<file path="src/rtl/lenet_pkg.sv">
// -----------------------------------------------------------------------------
// lenet_pkg
//   Shared definitions for the LeNet accelerator layer scheduler:
//   layer index constants, the scheduler state encoding and the layer count.
//   The helper turns a cycle count into the value loaded into seq_timer.
// -----------------------------------------------------------------------------
package lenet_pkg;

  localparam int NUM_LAYERS = 5;
  localparam int LAYER_W    = 3;   // width of layer index / fm_sel / cur_layer
  localparam int TMR_W      = 8;   // width of the shared phase timer

  localparam logic [LAYER_W-1:0] L_CONV1 = 3'd0;
  localparam logic [LAYER_W-1:0] L_POOL1 = 3'd1;
  localparam logic [LAYER_W-1:0] L_CONV2 = 3'd2;
  localparam logic [LAYER_W-1:0] L_POOL2 = 3'd3;
  localparam logic [LAYER_W-1:0] L_FC    = 3'd4;

  typedef enum logic [2:0] {
    S_IDLE  = 3'd0,
    S_CLR   = 3'd1,
    S_ARM   = 3'd2,
    S_RUN   = 3'd3,
    S_DRAIN = 3'd4,
    S_FIN   = 3'd5,
    S_ERR   = 3'd6
  } state_e;

  // The timer reaches zero after 'cycles' clocks when loaded with cycles-1.
  function automatic logic [TMR_W-1:0] tmr_load_val(input int cycles);
    return TMR_W'(cycles - 1);
  endfunction

endpackage

</file>
<file path="src/rtl/seq_timer.sv">
// -----------------------------------------------------------------------------
// seq_timer
//   Loadable down-counter with a zero flag. Counts down by one per clock while
//   non-zero and parks at zero. A load takes priority over counting.
// Ports
//   clk        in  system clock
//   rst_n      in  asynchronous active-low reset (counter clears to zero)
//   i_load     in  load i_load_val on this clock
//   i_load_val in  value to load
//   o_zero     out counter is zero
// -----------------------------------------------------------------------------
module seq_timer #(
  parameter int W = 8
) (
  input  logic         clk,
  input  logic         rst_n,
  input  logic         i_load,
  input  logic [W-1:0] i_load_val,
  output logic         o_zero
);

  logic [W-1:0] r_cnt;

  always_ff @(posedge clk or negedge rst_n) begin
    if (!rst_n) begin
      r_cnt <= '0;
    end else if (i_load) begin
      r_cnt <= i_load_val;
    end else if (r_cnt != '0) begin
      r_cnt <= r_cnt - W'(1);
    end
  end

  assign o_zero = (r_cnt == '0);

endmodule

</file>
<file path="src/rtl/lenet_layer_seq.sv">
// -----------------------------------------------------------------------------
// lenet_layer_seq
//   Layer scheduler for the LeNet accelerator. After one start pulse it runs
//   conv_1, pool_1, conv_2, pool_2 and fc one at a time: reset the engine,
//   release reset, wait for a clean (low) finish flag, enable the engine, wait
//   for finish, keep the enable up while the store pipeline drains, move on.
//   It owns the shared feature-map BRAM select and flags hung layers.
// Ports
//   clk          in   system clock
//   rst_n        in   asynchronous active-low reset
//   start        in   one-cycle start pulse, accepted only in IDLE
//   abort        in   level; orderly stop from any busy state
//   tmo_limit    in   max ARM/RUN cycles per layer, 0 disables the watchdog
//   layer_finish in   sticky finish flags from the layer engines
//   layer_en     out  one-hot level enable of the active layer
//   layer_rst    out  active-high sync reset to each layer engine
//   fm_sel       out  shared FM BRAM owner; holds last owner through DRAIN
//   cur_layer    out  index of the active layer
//   busy         out  high in every state except IDLE
//   done         out  one-cycle pulse after the last layer drains
//   err          out  sticky watchdog/abort flag, cleared by the next start
// -----------------------------------------------------------------------------
module lenet_layer_seq #(
  parameter int NUM_LAYERS = 5,
  parameter int RST_CYC    = 4,
  parameter int DRAIN_CYC  = 8,
  parameter int TMO_W      = 20
) (
  input  logic                  clk,
  input  logic                  rst_n,
  input  logic                  start,
  input  logic                  abort,
  input  logic [TMO_W-1:0]      tmo_limit,
  input  logic [NUM_LAYERS-1:0] layer_finish,
  output logic [NUM_LAYERS-1:0] layer_en,
  output logic [NUM_LAYERS-1:0] layer_rst,
  output logic [2:0]            fm_sel,
  output logic [2:0]            cur_layer,
  output logic                  busy,
  output logic                  done,
  output logic                  err
);

  import lenet_pkg::*;

  localparam logic [TMR_W-1:0]   RST_LOAD   = tmr_load_val(RST_CYC);
  localparam logic [TMR_W-1:0]   DRAIN_LOAD = tmr_load_val(DRAIN_CYC);
  localparam logic [LAYER_W-1:0] LAST_LAYER = LAYER_W'(NUM_LAYERS - 1);

  state_e                  r_state;
  logic [NUM_LAYERS-1:0]   r_layer_en;
  logic [NUM_LAYERS-1:0]   r_layer_rst;
  logic [LAYER_W-1:0]      r_fm_sel;
  logic [LAYER_W-1:0]      r_cur_layer;
  logic                    r_busy;
  logic                    r_done;
  logic                    r_err;
  logic [TMO_W-1:0]        r_wdog;

  logic [NUM_LAYERS-1:0]   w_onehot;
  logic                    w_fin_cur;
  logic                    w_abort_go;
  logic [TMO_W-1:0]        w_wdog_inc;
  logic                    w_timeout;
  logic                    w_tmr_load;
  logic [TMR_W-1:0]        w_tmr_val;
  logic                    w_tmr_zero;

  assign w_onehot  = NUM_LAYERS'(1) << r_cur_layer;
  assign w_fin_cur = |(layer_finish & w_onehot);

  // Abort is meaningless when idle, and ERR is already the orderly stop.
  assign w_abort_go = abort && (r_state != S_IDLE) && (r_state != S_ERR);

  // Watchdog saturates instead of wrapping so a huge limit cannot be skipped.
  assign w_wdog_inc = (&r_wdog) ? r_wdog : r_wdog + TMO_W'(1);
  assign w_timeout  = (tmo_limit != '0) && (w_wdog_inc >= tmo_limit);

  // The timer is kept loaded in every untimed state, so whichever timed phase
  // comes next (CLR, DRAIN or ERR) starts from the right count on its entry
  // edge. RUN is the only state that can enter DRAIN, hence the only place
  // the drain count is selected.
  always_comb begin
    // NOTE: defaults first so every path assigns these and no latch is inferred.
    w_tmr_load = 1'b1;
    w_tmr_val  = RST_LOAD;
    case (r_state)
      S_CLR, S_ERR: w_tmr_load = w_abort_go;
      S_DRAIN:      w_tmr_load = w_abort_go || w_tmr_zero;
      S_RUN:        if (w_fin_cur && !w_abort_go) w_tmr_val = DRAIN_LOAD;
      default:      w_tmr_load = 1'b1;
    endcase
  end

  seq_timer #(.W(TMR_W)) u_timer (
    .clk        (clk),
    .rst_n      (rst_n),
    .i_load     (w_tmr_load),
    .i_load_val (w_tmr_val),
    .o_zero     (w_tmr_zero)
  );

  always_ff @(posedge clk or negedge rst_n) begin
    if (!rst_n) begin
      r_state     <= S_IDLE;
      r_layer_en  <= '0;
      r_layer_rst <= '1;
      r_fm_sel    <= '0;
      r_cur_layer <= '0;
      r_busy      <= 1'b0;
      r_done      <= 1'b0;
      r_err       <= 1'b0;
      r_wdog      <= '0;
    end else begin
      // NOTE: non-blocking assignments so every register samples pre-edge values.
      r_done <= 1'b0;
      if (w_abort_go) begin
        // Abort wins over a same-cycle finish or timeout.
        r_state     <= S_ERR;
        r_err       <= 1'b1;
        r_layer_en  <= '0;
        r_layer_rst <= '1;
      end else begin
        case (r_state)
          S_IDLE: begin
            r_layer_en  <= '0;
            r_layer_rst <= '1;
            if (start) begin
              r_state     <= S_CLR;
              r_cur_layer <= L_CONV1;
              r_err       <= 1'b0;
              r_busy      <= 1'b1;
            end
          end

          S_CLR: begin
            if (w_tmr_zero) begin
              r_state     <= S_ARM;
              r_layer_rst <= ~w_onehot;
              r_wdog      <= '0;
            end
          end

          // A finish flag still high after the engine was reset is stale;
          // only the watchdog can get us out of here.
          S_ARM: begin
            if (!w_fin_cur) begin
              r_state    <= S_RUN;
              r_layer_en <= w_onehot;
              r_fm_sel   <= r_cur_layer;
              r_wdog     <= '0;
            end else if (w_timeout) begin
              r_state     <= S_ERR;
              r_err       <= 1'b1;
              r_layer_rst <= '1;
            end else begin
              r_wdog <= w_wdog_inc;
            end
          end

          S_RUN: begin
            if (w_fin_cur) begin
              r_state <= S_DRAIN;
            end else if (w_timeout) begin
              r_state     <= S_ERR;
              r_err       <= 1'b1;
              r_layer_en  <= '0;
              r_layer_rst <= '1;
            end else begin
              r_wdog <= w_wdog_inc;
            end
          end

          // Enable and fm_sel stay put so delayed BRAM writes still land.
          S_DRAIN: begin
            if (w_tmr_zero) begin
              r_layer_en  <= '0;
              r_layer_rst <= '1;
              if (r_cur_layer == LAST_LAYER) begin
                r_state <= S_FIN;
                r_done  <= 1'b1;
              end else begin
                r_state     <= S_CLR;
                r_cur_layer <= r_cur_layer + LAYER_W'(1);
              end
            end
          end

          S_FIN: begin
            r_state <= S_IDLE;
            r_busy  <= 1'b0;
          end

          S_ERR: begin
            if (w_tmr_zero) begin
              r_state <= S_IDLE;
              r_busy  <= 1'b0;
            end
          end

          default: begin
            r_state     <= S_IDLE;
            r_busy      <= 1'b0;
            r_layer_en  <= '0;
            r_layer_rst <= '1;
          end
        endcase
      end
    end
  end

  assign layer_en  = r_layer_en;
  assign layer_rst = r_layer_rst;
  assign fm_sel    = r_fm_sel;
  assign cur_layer = r_cur_layer;
  assign busy      = r_busy;
  assign done      = r_done;
  assign err       = r_err;

endmodule

</file>
<file path="config.mk">
export PLATFORM = sky130hd
export DESIGN_NAME = lenet_layer_seq
export DESIGN_NICKNAME = d
export VERILOG_FILES = /design/src/rtl/lenet_pkg.sv /design/src/rtl/seq_timer.sv /design/src/rtl/lenet_layer_seq.sv
export SDC_FILE = /design/constraint.sdc
export NUM_CORES = 1
export LEC_CHECK = 0
export BUFFER_PORTS_ARGS = -buffer_cell sky130_fd_sc_hd__buf_2
export CORE_ASPECT_RATIO = 0.8
export CORE_MARGIN = 2
export CORE_UTILIZATION = 40
export DETAILED_ROUTE_END_ITERATION = 12
export MAX_ROUTING_LAYER = met4
export PLACE_DENSITY = 0.56
export SYNTH_ARGS = -nofsm -noshare
export SYNTH_HDL_FRONTEND = slang
export SYNTH_SLANG_ARGS = --single-unit
</file>
<file path="constraint.sdc">
create_clock -name clk -period 5.1 [get_ports clk]
set_clock_uncertainty 0.1 [all_clocks]
set_input_delay 0.51 -clock clk [delete_from_list [all_inputs] [get_ports clk]]
set_output_delay 0.51 -clock clk [all_outputs]
set_load 0.01 [all_outputs]
</file>
## Word level (Yosys, flattened, before mapping)

Index checks and enable logic that the tools add are counted.

| storage, ports and cells | value |
|---|---|
| input bits | 29 |
| register bits | 50 |
| output and inout bits | 19 |

| operators by class | value |
|---|---|
| shift operators | 1 |
| add/subtract/negate cells | 3 |
| reductions and logical operators | 29 |
| multiplexer cells | 51 |
| magnitude comparators | 1 |
| bitwise operators | 5 |
| equality and inequality tests | 24 |

Operators by type and width:

| kind | count |
|---|---|
| two-way mux 20 bit | 5 |
| one-hot mux 20 bit (3 select lines) | 1 |
| two-way mux 5 bit | 11 |
| two-way mux 3 bit | 14 |
| != test 3 bit, second input constant | 9 |
| one-hot mux 5 bit (5 select lines) | 1 |
| adder 20 x 1 -> 20 bit, second input constant | 1 |
| >= comparator 20 bit | 1 |
| one-hot mux 5 bit (4 select lines) | 1 |
| AND reduction 20 bit | 1 |
| nonzero test 20 bit | 1 |
| one-hot mux 3 bit (6 select lines) | 1 |
| two-way mux 8 bit | 2 |
| AND reduction 4 bit | 4 |
| AND reduction 5 bit | 3 |
| equality test 3 bit, second input constant | 4 |
| != test 2 bit, second input constant | 6 |
| two-way mux 1 bit | 11 |
| zero test 8 bit | 1 |
| nonzero test 8 bit | 1 |
| subtractor 8 x 1 -> 8 bit, second input constant | 1 |
| equality test 3 x 2 -> 1 bit, second input constant | 2 |
| one-hot mux 1 bit (3 select lines) | 2 |
| one-hot mux 3 bit (2 select lines) | 1 |
| 20 further kinds | 29 |

## Longest topological paths before layout

| logic depth | value |
|---|---|
| word-level depth | 8 |
| mapped depth | 18 |

## Hierarchy

A second synthesis with hierarchy kept.

| second synthesis, totals | value |
|---|---|
| cells, all modules | 410 |
| area, all modules | 3575.9 µm² |

Modules (own cells, without submodules):

| module | seq. area each (µm²) | instances | area an instance (µm²) | cells an instance |
|---|---|---|---|---|
| lenet_layer_seq | 1057.3 | 1 | 3088.0 | 356 |
| seq_timer | 200.2 | 1 | 488.0 | 54 |

## Worst setup path before layout

OpenSTA, ideal clock, no wires.

| timing | value |
|---|---|
| kind | register -> register |
| start | register r_wdog[2] |
| end | register r_wdog[17] |
| path buffers | 4 |
| arrival time | 3746 ps |
| stages on the path, launching flop included | 19 |
| slack | 1133 ps |
| setup time | 121 ps |
| period minus slack after synthesis | 3967 ps |
| required time | 4879 ps |
| cells stage by stage | dfrtp_1 -> buf_2 -> nand3_1 -> or2_2 -> or3_1 -> nor2_1 -> nand3_1 -> mux2_2 -> ha_1 -> nand4_1 -> or3_1 -> nor2_1 -> a211oi_2 -> or2_1 -> buf_2 -> and3_1 -> buf_4 -> buf_6 -> a22o_1 |

| on the way | value |
|---|---|
| cells in the longest elaborated chain, start to end | 7 |
| elaborated cells on any way between the ends | 9 |

RTL lines:

| element | RTL line | text |
|---|---|---|
| start, declared | lenet_layer_seq.sv:58 | `logic [TMO_W-1:0] r_wdog;` |
| start signal, assigned | lenet_layer_seq.sv:157 | `r_wdog <= w_wdog_inc;` |
| start signal, assigned | lenet_layer_seq.sv:170 | `r_wdog <= w_wdog_inc;` |
| adder 20 x 1 -> 20 bit or AND reduction 20 bit (tied branches) | lenet_layer_seq.sv:76 | `assign w_wdog_inc = (&r_wdog) ? r_wdog : r_wdog + TMO_W'(1);` |
| two-way mux 20 bit (*) | lenet_layer_seq.sv:76 |  |
| >= comparator 20 bit | lenet_layer_seq.sv:77 | `assign w_timeout = (tmo_limit != '0) && (w_wdog_inc >= tmo_limit);` |
| logical AND 1 bit | lenet_layer_seq.sv:77 |  |
| two-way mux 20 bit (*) | lenet_layer_seq.sv:152, lenet_layer_seq.sv:164 |  |
| two-way mux 20 bit, on equally long branches | lenet_layer_seq.sv:162, lenet_layer_seq.sv:147 |  |
| one-hot mux 20 bit (3 select lines) (*) | lenet_layer_seq.sv:124 | `case (r_state)` |

Every way passes the cells marked *; elsewhere a longest branch is shown, timed or not. The select of a mux whose other input is x is not followed.
A chain may end at the register's enable or synchronous reset.

## Final worst setup path

| timing | value |
|---|---|
| start | register r_wdog[2] |
| end | register r_wdog[2] |

| on the way | value |
|---|---|
| cells in the longest elaborated chain, start to end | 7 |
| elaborated cells on any way between the ends | 9 |

RTL lines:

| element | RTL line |
|---|---|
| adder 20 x 1 -> 20 bit or AND reduction 20 bit (tied branches) | lenet_layer_seq.sv:76 |
| two-way mux 20 bit | lenet_layer_seq.sv:76 |
| >= comparator 20 bit | lenet_layer_seq.sv:77 |
| logical AND 1 bit | lenet_layer_seq.sv:77 |
| two-way mux 20 bit (*) | lenet_layer_seq.sv:152, lenet_layer_seq.sv:164 |
| two-way mux 20 bit, on equally long branches | lenet_layer_seq.sv:162, lenet_layer_seq.sv:147 |
| one-hot mux 20 bit (3 select lines) (*) | lenet_layer_seq.sv:124 |

Marked as above.

==> results.md <==
- TritonCTS Buffers: 5
- CTS Buffer Depth: 2
- Syn_nets: 463
- WP data required: 5.18 ns
- DR WL met2: 3587 um
- Antenna viol nets, final: 0
- Port Buffers: 47
- Full die area: 9580 um^2
- Largest family of logic cells by synthesized area: compound AO/OA/AOI/OAI gates
- FMAX: 224.4 MHz
- Setup ws final: 0.6435 ns
- Reg2reg setup slack: 0.64 ns
- FFs w/ async S/R, synth: 100.0%
- Synthesized area: 3523 um^2
- Fillcell total: 839
- DR DRC count: 0
- Highest Signal Layer: met4
- Placer Congestion: 0.8428
- Area grow syn2layout: 11.19%
- Largest net degree at the start of global routing: 51
- Crit path capture type: flop
- Share of layout cells above drive strength 1: 16.59%
- Number of gates resized after cts: 0
- Routed length per instance: 15.23 um
- Status: finished, final reports clean
- #FFs+latches synth: 50
- Max-slew violation count: 0
- Clk sinks: 50
- R2R Path Start: r_wdog[2]$_DFFE_PN0P_
- XOR/XNOR share of the synthesized area: 4.972%
- Worst Tran Pin Value: 0.7064 ns
- Period minus WS final: 4.457 ns
- Sequential share of the synthesized area: 35.69%
- Post-Place Worst Slack: 0.6774 ns
- Critical path, cell by cell: nand3_1, or2_2, or3_1, nor2_1, nand3_1, mux2_2, ha_1, nand4_1, or3_1, a21oi_1, a211oi_2, or2_1, and3_1, buf_4, a221o_1
- Max incr delay on CP: 0.48 ns
- Cell area power density: 349.3 nW/um^2
- Post-CTS Setup Inserts: 0
- WL final: 8500 um
- P_leak: 1.816 nW
- Simple-gate share of the synthesized area: 20.56%
- First-pass GRT wire length: 14,310 um
- Synth Warn #: 0
- Max IR drop VDD: 192.6 uV
- Layout Nets: 502
- Max-Cap Viols: 0
- Portion of netlist area occupied by mux cells: 0.8878%
- Initial Util: 41.35%
- Total GRT Usage: 19.48%
- Layout Cells excl Fill: 558
- Ports: 48
- Clock transition at path regs: 0.09 ns
- Number of placed instances, taps included: 550
- DR iter-0 viols: 173
- Width of the die: 108.9 um
- Fin. Hold Viols: 0
- Routed length on met3: 482 um
- Core area: 8521 um^2
- # diodes: 0
- Setup-failing EPs final: 0
- Vias in the first global route: 2,834
- Synth Instances: 406
- Worst reg-to-reg path cell count: 15
- Initial antenna violation count: 0
- Die Height: 87.95 um
- Via-to-Cell Ratio: 5.489
- Number of flops mapped to enable cells by yosys: 0
- Unrepaired setup endpoints after global routing: false
- Root Driver: clkbuf_8
- Worst Setup Path Type: reg -> reg
- Ratio of final minimum period to clock period: 87.38%
- Wl on met1: 4398 um
- Top FF cell, synth: dfrtp_1
- Overflow after GRT: 0
- CTS tree: yes
- Synth Area in Compound Gates: 21.41%
- RR Endpoint: r_wdog[2]$_DFFE_PN0P_
- Post-synthesis adder-cell area fraction: 9.943%
- Via count: 3,063
- Type of the worst min-delay path: in -> async
- Row cnt: 30
- Hold_buf cts: 0
- Crit-path slowest cell: dfrtp_1
- Clock latency on the worst-skew pair: 0.30 ns
- Final HPWL DP: 6394 um
- H-Tree Depth: 2
- CP Launch Type: flop
- Synth cell types: 58
- DRT Pass-1 Iters: 5
- Critical-path maximum fanout: 18
- Setup tns final: 0 ns
- Slew headroom: 52.91%
- Avg Inst Size Synth: 8.678 um^2
- Critical path arrival: 4.54 ns
## cells in the final DEF (no fill, tap or decap), types with 18 or more instances in the layout
master and count:
buf_2 47, dfrtp_1 45, nand2_1 37, inv_1 34, nor2_1 34, ha_1 28
a21oi_1 26, nand3_1 19, o21ai_0 19, a22o_1 18
## kinds of logic after synthesis
family | after synthesis
XOR/XNOR | 20
AO/OA/AOI/OAI | 104
flip-flops | 50
buffers and inverters | 53
adder cells (fa/ha/maj) | 28
multiplexers | 3
AND/OR/NAND/NOR | 148
## critical path: cells and delay by family (launching register included)
| family | cells | cell delay (ns) |
|---|---|---|
| simple gates | 9 | 2.26 |
| compound gates | 3 | 0.65 |
| flops | 1 | 0.48 |
| mux | 1 | 0.32 |
| fa+ha+maj | 1 | 0.32 |
| buf+inv | 1 | 0.20 |
## worst max path at each step
stage                                startpoint                      to  slack [ns]  cells after the start
after floorplan           r_wdog[2]$_DFFE_PN0P_  r_wdog[17]$_DFFE_PN0P_        1.13                     18
after global placement    r_wdog[2]$_DFFE_PN0P_  r_wdog[11]$_DFFE_PN0P_        0.68                     15
after detailed placement  r_wdog[2]$_DFFE_PN0P_  r_wdog[11]$_DFFE_PN0P_        0.68                     15
after CTS                 r_wdog[2]$_DFFE_PN0P_   r_wdog[2]$_DFFE_PN0P_        0.67                     15
after global routing      r_wdog[0]$_DFFE_PN0P_   r_wdog[5]$_DFFE_PN0P_        0.30                     16
final                     r_wdog[2]$_DFFE_PN0P_   r_wdog[2]$_DFFE_PN0P_        0.64                     15
## metal layers
metal	vias up	track usage (%)
met5	-	-
li1	1534	-
met4	0	3.147
met2	83	27.72
met1	1444	29.60
met3	2	2.753
## power breakdown
group / switching (mW) / internal (mW)
Sequential: 0.114 / 0.456
Clock: 0.130 / 0.110
Combinational: 0.323 / 0.236
Total: 0.567 / 0.802
## cell usage after synthesis, drive strengths merged, types with 3 or more instances
library cell | n | share of area, %
nor2 | 34 | 3.6
xnor2 | 17 | 4.2
nand2 | 38 | 4.1
xor2 | 3 | 0.75
ha | 28 | 9.9
dfrtp | 45 | 32
nor3 | 16 | 2.6
nor4 | 9 | 1.6
o31ai | 3 | 0.64
nand3 | 19 | 2.7
or3 | 4 | 0.71
inv | 34 | 3.6
a22o | 18 | 4.5
and2 | 4 | 0.71
or2 | 3 | 0.53
a221o | 4 | 1.1
dfstp | 5 | 3.7
clkbuf | 9 | 0.96
nand2b | 5 | 0.89
a31oi | 4 | 0.71
nand4 | 7 | 1.2
a21oi | 26 | 3.7
and3 | 5 | 0.89
a2bb2oi | 4 | 0.99
o21ai | 21 | 3.1
buf | 10 | 2.0
o221ai | 3 | 0.75
## state kept, by name, summed over array words and instances, names as in the netlist, 3 cells and up
register	cells
cur_layer	3
fm_sel	3
layer_rst	5
r_wdog	20
layer_en	5
r_state	3
u_timer.r_cnt	8
## area by class of cell
cell class / count / area [um^2] / share of cell area [%]
inverter: 34 / 127.6 / 3.258
tap: 112 / 140.1 / 3.577
timing repair buffer: 51 / 265.3 / 6.771
multi-input combinational: 303 / 2036 / 51.96
clock inverter: 1 / 5.005 / 0.1278
clock buffer: 7 / 86.33 / 2.204
sequential: 50 / 1257 / 32.10
## stage by stage
stage | cell area (um^2) | hold WS, ns | utilization (%) | power [mW]
2_1_floorplan | 3523 | 0.1144 | - | 0.9936
3_3_place_gp | 3826 | 0.3735 | 44.90 | 1.129
3_5_place_dp | 3826 | 0.3732 | 44.90 | 1.136
4_1_cts | 3918 | 0.2396 | 45.98 | 1.381
5_1_grt | 3918 | 0.2858 | 45.98 | 1.484
6_report | 3918 | 0.2211 | 45.98 | 1.368
Power figures use the tool's default switching activity.
